### src/rtl/mem_arbiter_pkg.sv
// rtl/mem_arbiter_pkg.sv - shared memory-bus definitions (state encodings, error read data)
package mem_arbiter_pkg;

  // Arbiter states: IDLE arbitrates, BUSY forwards the granted master to the slave bus.
  typedef enum logic {
    ST_IDLE = 1'b0,
    ST_BUSY = 1'b1
  } arb_state_t;

  // Read data returned to a master whose access was forced complete by the timeout.
  localparam logic [31:0] ERR_RDATA_DEFAULT = 32'hDEAD_BEEF;

  // Default number of slave-wait cycles allowed per transaction.
  localparam int TIMEOUT_CYCLES_DEFAULT = 255;

endpackage

### src/rtl/bus_timeout.sv
// rtl/bus_timeout.sv - saturating slave-wait counter with expiry flag
module bus_timeout #(
  parameter int TIMEOUT_CYCLES = 255
) (
  input  logic clk,
  input  logic reset_n,
  input  logic clear,
  input  logic enable,
  output logic expired
);

  localparam int CW = $clog2(TIMEOUT_CYCLES + 1);
  localparam logic [CW-1:0] LAST = CW'(TIMEOUT_CYCLES - 1);

  logic [CW-1:0] count;

  assign expired = (count == LAST);

  // Count wait cycles; hold at the expiry value so the counter never wraps.
  always_ff @(posedge clk or negedge reset_n) begin
    if (!reset_n) begin
      count <= '0;
    end else if (clear) begin
      count <= '0;
    end else if (enable && !expired) begin
      count <= count + CW'(1);
    end
  end

endmodule

### src/rtl/mem_arbiter.sv
// rtl/mem_arbiter.sv - two-master round-robin arbiter for the shared slave bus with timeout
module mem_arbiter
  import mem_arbiter_pkg::*;
#(
  parameter int          TIMEOUT_CYCLES = TIMEOUT_CYCLES_DEFAULT,
  parameter logic [31:0] ERR_RDATA      = ERR_RDATA_DEFAULT
) (
  input  logic        clk,
  input  logic        reset_n,
  input  logic        m0_valid,
  input  logic [31:0] m0_addr,
  input  logic [31:0] m0_wdata,
  input  logic [3:0]  m0_wstrb,
  output logic        m0_ready,
  output logic [31:0] m0_rdata,
  input  logic        m1_valid,
  input  logic [31:0] m1_addr,
  input  logic [31:0] m1_wdata,
  input  logic [3:0]  m1_wstrb,
  output logic        m1_ready,
  output logic [31:0] m1_rdata,
  output logic        s_valid,
  output logic [31:0] s_addr,
  output logic [31:0] s_wdata,
  output logic [3:0]  s_wstrb,
  input  logic        s_ready,
  input  logic [31:0] s_rdata,
  output logic        owner,
  output logic        bus_err,
  output logic [31:0] err_addr
);

  arb_state_t state, state_nxt;
  logic       rr;          // index of the master served last; reset value 1 favours m0
  logic       grant_idx;
  logic       gm_valid;
  logic       expired;
  logic       done;
  logic       timeout_hit;
  logic       busy;

  assign busy        = (state == ST_BUSY);
  assign gm_valid    = owner ? m1_valid : m0_valid;
  assign done        = busy && gm_valid && (s_ready || expired);
  assign timeout_hit = busy && gm_valid && !s_ready && expired;

  // Counter sits at zero while idle so every BUSY entry starts from a cleared count.
  bus_timeout #(
    .TIMEOUT_CYCLES(TIMEOUT_CYCLES)
  ) u_timeout (
    .clk     (clk),
    .reset_n (reset_n),
    .clear   (!busy),
    .enable  (busy && gm_valid && !s_ready),
    .expired (expired)
  );

  // State, grant, round-robin pointer and timeout error registers.
  always_ff @(posedge clk or negedge reset_n) begin
    if (!reset_n) begin
      state    <= ST_IDLE;
      owner    <= 1'b0;
      rr       <= 1'b1;
      bus_err  <= 1'b0;
      err_addr <= '0;
    end else begin
      state   <= state_nxt;
      bus_err <= timeout_hit;
      if (state == ST_IDLE && (m0_valid || m1_valid)) begin
        owner <= grant_idx;
      end
      if (done) begin
        rr <= owner;
      end
      if (timeout_hit) begin
        err_addr <= s_addr;
      end
    end
  end

  // Next-state selection and combinational routing between masters and the slave bus.
  always_comb begin
    state_nxt = state;
    grant_idx = (m0_valid && m1_valid) ? ~rr : m1_valid;
    s_valid   = 1'b0;
    s_addr    = '0;
    s_wdata   = '0;
    s_wstrb   = '0;
    m0_ready  = 1'b0;
    m0_rdata  = '0;
    m1_ready  = 1'b0;
    m1_rdata  = '0;
    case (state)
      ST_IDLE: begin
        if (m0_valid || m1_valid) begin
          state_nxt = ST_BUSY;
        end
      end
      ST_BUSY: begin
        s_valid = gm_valid;
        s_addr  = owner ? m1_addr  : m0_addr;
        s_wdata = owner ? m1_wdata : m0_wdata;
        s_wstrb = owner ? m1_wstrb : m0_wstrb;
        if (owner) begin
          m1_ready = done;
          m1_rdata = timeout_hit ? ERR_RDATA : s_rdata;
        end else begin
          m0_ready = done;
          m0_rdata = timeout_hit ? ERR_RDATA : s_rdata;
        end
        if (!gm_valid || done) begin
          state_nxt = ST_IDLE;
        end
      end
      default: state_nxt = ST_IDLE;
    endcase
  end

endmodule
### config.mk
export PLATFORM = sky130hd
export DESIGN_NAME = mem_arbiter
export DESIGN_NICKNAME = d
export VERILOG_FILES = /design/src/rtl/mem_arbiter_pkg.sv /design/src/rtl/bus_timeout.sv /design/src/rtl/mem_arbiter.sv
export SDC_FILE = /design/constraint.sdc
export NUM_CORES = 1
export LEC_CHECK = 0
export CORE_AREA = 4 4 131 133
export CTS_CLUSTER_DIAMETER = 100
export CTS_CLUSTER_SIZE = 10
export DETAILED_ROUTE_END_ITERATION = 10
export DIE_AREA = 0 0 135 137
export DONT_BUFFER_PORTS = 1
export PLACE_DENSITY = 0.39
export RECOVER_POWER = 100
export SLEW_MARGIN = 10
export SYNTH_ARGS = -nofsm -noshare
export SYNTH_HDL_FRONTEND = slang
export SYNTH_HIERARCHICAL = 1
export SYNTH_SLANG_ARGS = --single-unit
### constraint.sdc
create_clock -name clk -period 2.9 [get_ports clk]
set_input_delay 0.435 -clock clk [delete_from_list [all_inputs] [get_ports clk]]
set_output_delay 0.435 -clock clk [all_outputs]
set_load 0.01 [all_outputs]
Word level (Yosys, flattened, before mapping):

Index checks and enable logic that the tools add are counted.

* output and inout port bits: 169
* word-level logic and storage cells: 47
* input bits: 173
* flip-flop bits (word level): 44

* bitwise logic cells: 2
* reduce and logical (&&, ||, !) cells: 13
* multiplexer cells: 23
* eq/ne operators: 2
* add/sub/neg operators: 1

Operator list (count)
* 2-to-1 mux 32 bit: 9
* 2-to-1 mux 8 bit: 2
* 2-to-1 mux 1 bit: 9
* adder 8 x 1 -> 8 bit, second input constant: 1
* == test 8 bit, second input constant: 1
* 2-to-1 mux 4 bit: 2
* logical AND 1 bit: 7
* logical NOT 1 bit: 3
* logical OR 1 bit: 3
* inequality test 2 x 1 -> 1 bit, second input constant: 1
* inverter 1 bit: 2
* one-hot mux 1 bit (2 select lines): 1

Longest topological paths before layout:

* depth after elaboration: 7
* gate-level depth with buffers: 9
* depth with buffers taken out: 7

Cells and area by module:

Netlist, hierarchy kept.

Modules (own cells, without submodules)
* mem_arbiter: area each 2974.1 µm², sequential area each 902.1 µm², times used 1, cells an instance 322
* bus_timeout: area each 519.2 µm², sequential area each 200.2 µm², times used 1, cells an instance 54

Worst setup path after synthesis:

OpenSTA, ideal clock, no wires.

* path kind: reg-to-output
* from: register u_timeout.count[0]
* to: output port m0_rdata[0]
* data arrival time: 1.771 ns
* data required time: 2.465 ns
* stages on the path, launching flop included: 10
* slack: 0.694 ns
* buffers on the path: 2
* cells stage by stage: dfrtp_1 inv_1 ha_1 nand3_1 nor2_1 nor2b_1 nor3b_1 buf_4 buf_2 o21a_1

* cells in the longest elaborated chain, start to end: 5

Ends and longest elaborated chain
* start: declaration: line bus_timeout.sv:15 `logic [CW-1:0] count;`
* start signal: assignment: line bus_timeout.sv:26 `count <= count + CW'(1);`
* == test 8 bit: line bus_timeout.sv:17 `assign expired = (count == LAST);`
* net expired: line mem_arbiter.sv:37 `logic expired;`
* logical AND 1 bit: line mem_arbiter.sv:45 `assign timeout_hit = busy && gm_valid && !s_ready && expired;`
* 2-to-1 mux 32 bit: line mem_arbiter.sv:109 `m0_rdata = timeout_hit ? ERR_RDATA : s_rdata;`
* 2-to-1 mux 32 bit: line mem_arbiter.sv:104 `if (owner) begin`
* 2-to-1 mux 32 bit: line mem_arbiter.sv:93 `case (state)`
* end: declaration: line mem_arbiter.sv:15 `output logic [31:0] m0_rdata,`

The timed path passes the listed nets, and every way through them passes these cells.

Final worst setup path:

* from: register u_timeout.count[0]
* to: output port m0_rdata[9]

The elaborated chain is that of the path after synthesis.

==> impl_results.md <==
- Status: completed
- Number of H-tree levels: 2
- Max-Cap Viols: 0
- Vias: 2914
- Worst-margin pin slew: 1180 ps
- Final Net Count: 542
- Cell count after synthesis: 376
- Yosys warns: 6
- Setup Crit Path Kind: flop to output pin
- Number of I/O port buffers: 0
- CP arrival: roughly 2300 ps
- Commonest cells in the netlist: 78 x nor2_1, 69 x mux2i_1, 48 x o21a_1, 43 x dfrtp_1, 31 x mux2_1
- CP Capture Type: output pin
- Sequential cell area: approximately 0.0011 mm2
- Top-count cell post-synth: nor2_1
- Initial Util: between 20% and 30%
- Syn Nets: about 550
- Clock tree sinks: 44
- Layout cells sized above 1: 8.99%
- CTS tree: built
- Max Buffers Root-to-Sink: 2
- Fin Hold WS: between 200 and 250 ps
- Core region area: around 0.016 mm2
- First-pass GRT wire length: between 15000 and 20000 um
- Via density: 5.00
- IO Pins: 342
- # setup viols final: 0
- Final RePlAce weighted congestion: 0.736
- Multi-input gate area: around 0.0022 mm2
- Period minus WS final: 2680 ps
- Register area share after synthesis: 31.6%
- Reg clk slew, reported paths: 70 ps
- Pwr/cell area: about 690 mW/mm2
- Top cells by area, synth: dfrtp_1 31%, mux2i_1 20%, o21a_1 10%, mux2_1 10%, nor2_1 8.4%
- Chip Height: roughly 140 um
- Ant. Diodes: 0
- Post-DRT Antenna Nets: 0
- Pleak: 1.87 nW
- Largest net degree at the start of global routing: 64
- Hold WC Path Type: primary input to flop
- Vias in the first global route: roughly 2800
- Post-Syn Area: 0.00349 mm2
- Crit share post-route: 92.4%
- Async S/R FF share, synth: 100%
- Post-Route Utilization: 24.4%
- Final wirelength: 13300 um
- Post-synth EDFFs: 0
- WL/cell: 22.7 um
- Sum Neg Setup Slack: 0 ps
- GRT Overall Usage: 12.4%
- Std-Cell Rows: 46
- Final hold vios: 0
- Most used DFF post-synth: dfrtp_1
- Critical Path Fanout Max: 14
- F_max: 0.373 GHz
- Syn_area_per_cell: 9.29 um2
- Clk_skew: 7.00 ps
- Dpl hpwl: around 10000 um
- Die X-Extent: 135 um
- Clk Latency, worst-skew pair: a little under 300 ps
- CTS Root Cell: clkbuf_16
- Synth cell types: 37
- RSZ-0062 raised after global routing: false
- Die area: 0.0185 mm2
- DRC: 0
- Layout filler cell count: 1704
- Area leader, netlist: dfrtp_1
- Peak supply drop: 0.000350 V
- Synth top area share: a little under a third
- Total gr overflow: 0
- Crit start category: flop
- Initial antenna violation count: 0
- WP data required: between 2000 and 2500 ps
- Slew Viols, Final: 0
- Initial drt markers: roughly 110
- Rel. slew slack: about a fifth
- Synthesis-to-finish area growth: 10.7%
- CTS Buf Count: 5
- Synth Register Bits: 44
- Detailed Routing Iterations Pass 1: 4
-- report_power, final --
| part | internal (mW) | leakage, nW | switching, mW |
|---|---|---|---|
| Clock | 0.313 | 0.0657 | 0.249 |
| Sequential | 0.644 | 0.605 | 0.0521 |
| Combinational | 0.478 | 1.20 | 0.944 |
| Total | 1.44 | 1.87 | 1.25 |
-- critical path, stage by stage (launching register included) --
cell     delay (ps)
dfrtp_1         410
inv_1            90
ha_1            210
nand3_2         110
nor2_2          110
nor2b_2         190
nor3b_4         260
buf_4           160
buf_4           200
o21a_1          190
-- area by class of cell --
class / instances / area share (%)
clock buffers: 5 / 3.24
clock inverters: 2 / 0.324
inverters: 5 / 0.485
multi-input cells: 295 / 56.8
flip-flops and latches: 44 / 28.6
well taps: 216 / 6.99
repair buffers: 16 / 3.59
-- placed cells by master (no fill, tap or decap), types with 2 or more instances in the layout --
master,netlist,final
nor2_1,78,77
mux2i_1,69,69
o21a_1,48,48
dfrtp_1,43,42
mux2_1,31,31
and2_1,17,9
buf_4,10,9
a21oi_1,6,8
and2_0,0,8
inv_1,5,5
clkbuf_16,0,5
nand2b_1,4,4
nor2b_1,5,4
a31oi_1,3,3
mux2_4,3,3
o21ai_0,1,2
o31ai_1,2,2
mux2_2,2,2
buf_12,0,2
clkbuf_2,0,2
and3_1,2,2
nand2_1,2,2
a211oi_1,2,2
nand3_1,3,2
nand4_1,2,2
ha_1,2,2
-- cell families (layout without fill, tap and decap cells) --
| logic type | after synthesis | count (layout) | synth area share, % |
|---|---|---|---|
| compound gates | 68 | 68 | 14.1 |
| fa+ha+maj | 2 | 2 | 0.716 |
| buf+inv | 37 | 28 | 6.02 |
| flops | 44 | 44 | 31.6 |
| mux | 105 | 105 | 31.7 |
| simple gates | 120 | 120 | 15.9 |
-- sequential cells by signal, indices dropped and copies added, names as in the netlist --
| name | cells |
|---|---|
| u_timeout/count | 8 |
| owner | 1 |
| bus_err | 1 |
| rr | 1 |
| err_addr | 32 |
| busy | 1 |
-- per-stage QoR --
step / cells / setup slack, ps / area, um2 / total power, mW
after global routing: 583 / 24.6 / 3870 / 2.86
after CTS: 577 / 116 / 3840 / 2.75
after global placement: 568 / 527 / 3670 / 2.12
after detailed placement: 568 / 468 / 3670 / 2.14
after floorplan: 376 / 694 / 3490 / 1.89
final: 583 / 219 / 3870 / 2.68
-- routing by layer --
layer  GRT usage, %  vias up  wire (um)
li1               -     1303          -
met1           14.4     1419       4940
met2           22.4      178       6990
met3           3.79       14       1210
met4           2.86        0        124
met5              0        -          0
-- repair_timing --
| item | 4_1_cts | 5_1_grt |
|---|---|---|
| setup endpoints to repair | 0 | 48 |
| resized for setup | 0 | 7 |
| setup buffers | 0 | 3 |
| endpoints found under the hold margin | 44 | 0 |
| hold buffers | 2 | 0 |
-- worst paths after layout --
kind                       depth (start not counted)          startpoint      endpoint  slack (ps)
hold / removal                                     1            m0_valid         owner         220
setup reg to reg                                   9  u_timeout/count[0]  err_addr[18]         540
min in group asynchronous                          2             reset_n   err_addr[2]         920
setup / recovery                                   9  u_timeout/count[0]   m0_rdata[9]         220
max in group asynchronous                          2             reset_n         owner        1110
hold reg to reg                                    2                  rr            rr         490
Note: power is estimated with default switching activity, not from simulation.
